--- src/rtl/kuznechik_stream_ctrl.sv ---
// ============================================================================
// Module   : kuznechik_stream_ctrl
// Purpose  : Packs a 32-bit word stream into 128-bit blocks for the Kuznechik
//            core, runs the req/ack handshake and streams the result back out.
// Revision : 1.0
// ============================================================================
`default_nettype none

module kuznechik_stream_ctrl #(
  parameter int WORD_W = 32,
  parameter int CNT_W  = 16
) (
  input  logic                  clk_i,
  input  logic                  rst_i,
  input  logic [WORD_W-1:0]     s_data_i,
  input  logic                  s_valid_i,
  output logic                  s_ready_o,
  output logic [WORD_W-1:0]     m_data_o,
  output logic                  m_valid_o,
  input  logic                  m_ready_i,
  output logic                  cipher_req_o,
  output logic                  cipher_ack_o,
  output logic [4*WORD_W-1:0]   cipher_data_o,
  input  logic                  cipher_busy_i,
  input  logic                  cipher_valid_i,
  input  logic [4*WORD_W-1:0]   cipher_data_i,
  output logic                  idle_o,
  output logic [CNT_W-1:0]      blocks_done_o
);

  localparam logic [2:0] c_FILL  = 3'd0;
  localparam logic [2:0] c_REQ   = 3'd1;
  localparam logic [2:0] c_WAIT  = 3'd2;
  localparam logic [2:0] c_ACK   = 3'd3;
  localparam logic [2:0] c_DRAIN = 3'd4;

  logic [2:0]            r_state;
  logic [1:0]            r_idx;
  logic [4*WORD_W-1:0]   r_in_buf;
  logic [4*WORD_W-1:0]   r_out_buf;
  logic                  r_req;
  logic                  r_ack;
  logic [CNT_W-1:0]      r_blocks;
  logic                  w_core_free;
  logic [WORD_W-1:0]     w_m_word;

  // A start request is only issued to a core that is neither computing nor
  // still presenting a previous result.
  assign w_core_free = ~cipher_busy_i & ~cipher_valid_i;

  always_comb begin
    w_m_word = '0;
    for (int i = 0; i < 4; i++) begin
      if (r_idx == i[1:0]) w_m_word = r_out_buf[i*WORD_W +: WORD_W];
    end
  end

  always_ff @(posedge clk_i) begin
    if (rst_i) begin
      r_state   <= c_FILL;
      r_idx     <= 2'd0;
      r_in_buf  <= '0;
      r_out_buf <= '0;
      r_req     <= 1'b0;
      r_ack     <= 1'b0;
      r_blocks  <= '0;
    end else begin
      r_req <= 1'b0;
      r_ack <= 1'b0;
      case (r_state)
        c_FILL: begin
          if (s_valid_i) begin
            for (int i = 0; i < 4; i++) begin
              if (r_idx == i[1:0]) r_in_buf[i*WORD_W +: WORD_W] <= s_data_i;
            end
            r_idx <= r_idx + 2'd1;
            if (r_idx == 2'd3) begin
              r_state <= c_REQ;
              r_req   <= w_core_free;
            end
          end
        end
        c_REQ: begin
          if (r_req) begin
            r_state <= c_WAIT;
          end else if (w_core_free) begin
            r_req <= 1'b1;
          end
        end
        c_WAIT: begin
          if (cipher_valid_i) begin
            r_out_buf <= cipher_data_i;
            r_ack     <= 1'b1;
            r_state   <= c_ACK;
          end
        end
        c_ACK: begin
          r_state <= c_DRAIN;
        end
        c_DRAIN: begin
          if (m_ready_i) begin
            r_idx <= r_idx + 2'd1;
            if (r_idx == 2'd3) begin
              r_blocks <= r_blocks + CNT_W'(1);
              r_state  <= c_FILL;
            end
          end
        end
        default: begin
          r_state <= c_FILL;
          r_idx   <= 2'd0;
        end
      endcase
    end
  end

  assign s_ready_o     = (r_state == c_FILL);
  assign m_valid_o     = (r_state == c_DRAIN);
  assign m_data_o      = w_m_word;
  assign cipher_req_o  = r_req;
  assign cipher_ack_o  = r_ack;
  assign cipher_data_o = r_in_buf;
  assign idle_o        = (r_state == c_FILL) && (r_idx == 2'd0);
  assign blocks_done_o = r_blocks;

endmodule

`default_nettype wire

--- config.mk ---
export PLATFORM = sky130hd
export DESIGN_NAME = kuznechik_stream_ctrl
export DESIGN_NICKNAME = d
export VERILOG_FILES = /design/src/rtl/kuznechik_stream_ctrl.sv
export SDC_FILE = /design/constraint.sdc
export NUM_CORES = 1
export LEC_CHECK = 0
export CAP_MARGIN = 20
export CORE_UTILIZATION = 43
export CTS_BUF_LIST = sky130_fd_sc_hd__clkbuf_8
export CTS_CLUSTER_SIZE = 24
export DETAILED_ROUTE_END_ITERATION = 8
export HOLD_SLACK_MARGIN = 0.08
export PLACE_DENSITY = 0.83
export SLEW_MARGIN = 10
export SYNTH_ARGS = -nofsm -noshare
export SYNTH_HDL_FRONTEND = slang
export SYNTH_SLANG_ARGS = --single-unit
--- constraint.sdc ---
create_clock -name clk_i -period 1.99 [get_ports clk_i]
set_input_delay 0.199 -clock clk_i [delete_from_list [all_inputs] [get_ports clk_i]]
set_output_delay 0.199 -clock clk_i [all_outputs]
set_load 0.02 [all_outputs]
==> PnR_summary.wiki <==
{| class="wikitable"
! Metric !! Value
|-
| Result of the run || finished, violations left
|-
| Violated checks || negative setup slack
|-
| Global-route total usage across every layer || 0.2738
|-
| Required time worst endpoint || 1.79 ns
|-
| Clock net sink count || 279
|-
| Worst min-delay path category || input pin to flop
|-
| Number of buffers between clock root and the deepest sink || 3
|-
| Clock Latency Late Sink || 0.56 ns
|-
| Maximum achievable frequency || 440.1 MHz
|-
| Element type at the critical path start || flop
|-
| Share of the clock period used by the worst path || 1.142
|-
| Clock tree from TritonCTS || built
|-
| Total half-perimeter wirelength after legalization and detailed placement || 25.10 mm
|-
| Leading post-synthesis cells by cell area || dfxtp_1, nand2_1, a21oi_1, clkbuf_1, nand3b_1
|-
| Worst slew margin relative to its limit || 0.7136
|-
| Static Leak || 0.005586 uW
|-
| Per-cell routed wire length || 16.96 um
|-
| Max-capacitance violation count || 0
|-
| Synthesized netlist net count || 1647
|-
| Register clock-pin slew on the reported worst setup and hold paths || 0.06 ns
|-
| Die area || 26060 um2
|-
| Number of synthesized register bits || 279
|-
| Top cells by count, synth || nand2_1, a21oi_1, dfxtp_1
|-
| Port Buffer Count || 346
|-
| Flip-flop and latch area || 5595 um2
|-
| Top-area cell type share of the netlist area || 0.5109
|-
| First-pass iteration count of the detailed router || 8
|-
| Share of the yosys chip area belonging to registers || 0.5109
|-
| Power per Cell Area || 740.0 nW/um2
|-
| Count of standard-cell rows || 57
|-
| Type of the worst setup path || flop to output pin
|-
| Cell with the most instances after synthesis || nand2_1
|-
| Total of warnings raised by yosys || 0
|-
| Clock period minus worst slack || 2.272 ns
|-
| Post-Route WL || 36.99 mm
|-
| Flip-flop cell with the highest count after synthesis || dfxtp_1
|-
| DRT antenna net count || 0
|-
| Clock buffer count from CTS || 46
|-
| Via count of the first global-routing pass || 11.14k
|-
| Leftover overflow at the end of global routing || 0
|-
| Number of filler instances in the final layout || 1992
|-
| Starting density of the core || 0.4443
|-
| Worst clock skew || 0.01690 ns
|-
| DR DRC count || 0
|-
| Synthesized netlist cell count || 1476
|-
| Area after DPL || 15090 um2
|-
| Number of buffers added to fix hold violations after cts || 0
|-
| Number of distinct library cells after synthesis || 33
|-
| Finished Layout Cells || 2181
|-
| Share of cells above drive strength 1 || 0.1094
|-
| Total I/O pin count || 347
|-
| Die extent in x || 161.4 um
|-
| Core area || 24600 um2
|-
| Data arrival time of the worst path || 2.07 ns
|-
| Cells after DPL || 2088
|-
| EDFF count, synth || 0
|-
| Placer Congestion || 0.8724
|-
| Number of setup violations in the final report || 36
|-
| Combined area of all synthesized cells || 10930 um2
|-
| Largest driver fanout on the critical path || 12
|-
| Fraction of synthesis flops using an asynchronous set or reset pin || 0
|-
| Cell at the root of the clock tree || clkbuf_8
|-
| Detailed-route vias per instance || 5.291
|-
| Height of the die || 161.4 um
|-
| Leading area contributor after synthesis || dfxtp_1
|-
| Footprint of the multi-input gates || 4990 um2
|-
| Least setup slack across all paths after layout || -0.2824 ns
|-
| Maximum number of pins on one net before global-route repair || 72
|-
| Setup repair after global routing missed its margin || yes
|-
| Slew Viols, Final || 0
|-
| Average instance area after synthesis || 7.406 um2
|-
| Count of nets after finishing || 1993
|-
| Total number of vias || 11.54k
|-
| Maximum vdd drop || 0.0005222 V
|-
| H-tree depth reported by CTS || 2
|-
| Worst hold slack across all endpoints || 0.1205 ns
|-
| Initial antenna violation count || 3
|-
| Actual slew at the worst max-slew pin || 0.4296 ns
|-
| DR iter-0 viols || 1076
|-
| Type of element capturing the critical path || output pin
|-
| Final count of hold timing violations || 0
|-
| Wire length of the first global-routing pass || 57.27 mm
|-
| Area growth, synth to finish || 48.25%
|-
| Area of all placed cells without fillers || 16210 um2
|}
## routing by layer
metal / GRT usage / part of all wire / vias to the layer above
met2: 0.4882 / 0.50 / 555
met4: 0.1063 / 0.030 / 2
met3: 0.07730 / 0.094 / 95
li1: - / - / 5529
met1: 0.3069 / 0.37 / 5358
met5: 0 / 0.00035 / -
## area by class of cell
| type | instances | share of cell area |
|---|---|---|
| diodes | 2 | 0.0003088 |
| clock buffers | 59 | 0.05010 |
| clock inverters | 22 | 0.006099 |
| inverters | 7 | 0.001930 |
| multi-input cells | 1074 | 0.3079 |
| flip-flops and latches | 279 | 0.3452 |
| well taps | 324 | 0.02501 |
| repair buffers | 414 | 0.2634 |
## critical path, cell delays in order, from the launching register on
cell and delay [ns]:
dfxtp_2 0.36, inv_4 0.05, ha_4 0.21, buf_12 0.16
nand3b_1 0.17, a21oi_2 0.17, a21oi_2 0.04, o21ai_1 0.18
buf_4 0.17
## cells in the final DEF, fill, tap and decap left out, types with 17 or more instances in the layout
cell type        netlist  layout
clkdlybuf4s50_1        0     310
a21oi_2                0      17
buf_4                  0      66
nand3b_1              34      34
o21ai_1                0      32
a21oi_1              333     316
inv_1                  7      21
nor2_1                17      17
nand2_1              590     589
clkbuf_8               0      60
buf_12                 0      25
dfxtp_1              279     275
## stage by stage
| stage | worst slack [ns] | util | TNS (ns) | total power (uW) |
|---|---|---|---|---|
| floorplan | 0.004287 | - | 0 | 6337 |
| global placement | -0.1306 | 0.6135 | -2.893 | 7111 |
| detailed placement | -0.1602 | 0.6135 | -3.588 | 7130 |
| CTS | -0.2594 | 0.6530 | -6.954 | 12060 |
| global route | -0.3867 | 0.6587 | -10.71 | 12450 |
| finish | -0.2824 | 0.6587 | -7.061 | 11990 |
## kinds of logic (layout without fill, tap and decap cells)
| logic type | after synthesis | count (layout) | share of synthesized area |
|---|---|---|---|
| adder cells (fa/ha/maj) | 5 | 5 | 0.005723 |
| buffers and inverters | 123 | 502 | 0.04441 |
| multiplexers | 3 | 3 | 0.002747 |
| AND/OR/NAND/NOR | 681 | 681 | 0.2562 |
| AO/OA/AOI/OAI | 377 | 377 | 0.1736 |
| flip-flops | 279 | 279 | 0.5109 |
| XOR/XNOR | 8 | 8 | 0.006410 |
| other | 0 | 2 | 0 |
## sequential cells by signal (all words and copies together), names as in the netlist
| name | count |
|---|---|
| r_state | 3 |
| cipher_data_o | 128 |
| cipher_ack_o | 1 |
| cipher_req_o | 1 |
| r_out_buf | 128 |
| blocks_done_o | 16 |
| r_idx | 2 |
## timing repair
item	CTS	global route
gates cloned	3	1
buffers inserted	0	6
pin swaps	9	22
endpoints found under the setup margin	39	39
gates resized for setup	202	19
## path summary, 6_finish.rpt
check / slack [ns] / cells after the start / to / start
setup / recovery: -0.28 / 8 / m_data_o[22] / r_idx[1]
hold / removal: 0.12 / 2 / blocks_done_o[6] / rst_i
setup reg to reg: -0.10 / 7 / blocks_done_o[14] / r_idx[1]
hold reg to reg: 0.45 / 2 / cipher_data_o[33] / cipher_data_o[33]
## where the power goes
| group | leakage, uW | total [uW] | switching [uW] | internal, uW |
|---|---|---|---|---|
| logic | 0.00280 | 1350 | 676 | 679 |
| registers | 0.00226 | 5740 | 55.4 | 5680 |
| clock network | 0.000532 | 4900 | 2240 | 2660 |
| total | 0.00559 | 12000 | 2980 | 9020 |
No activity file was read; power rests on OpenSTA's default activity.
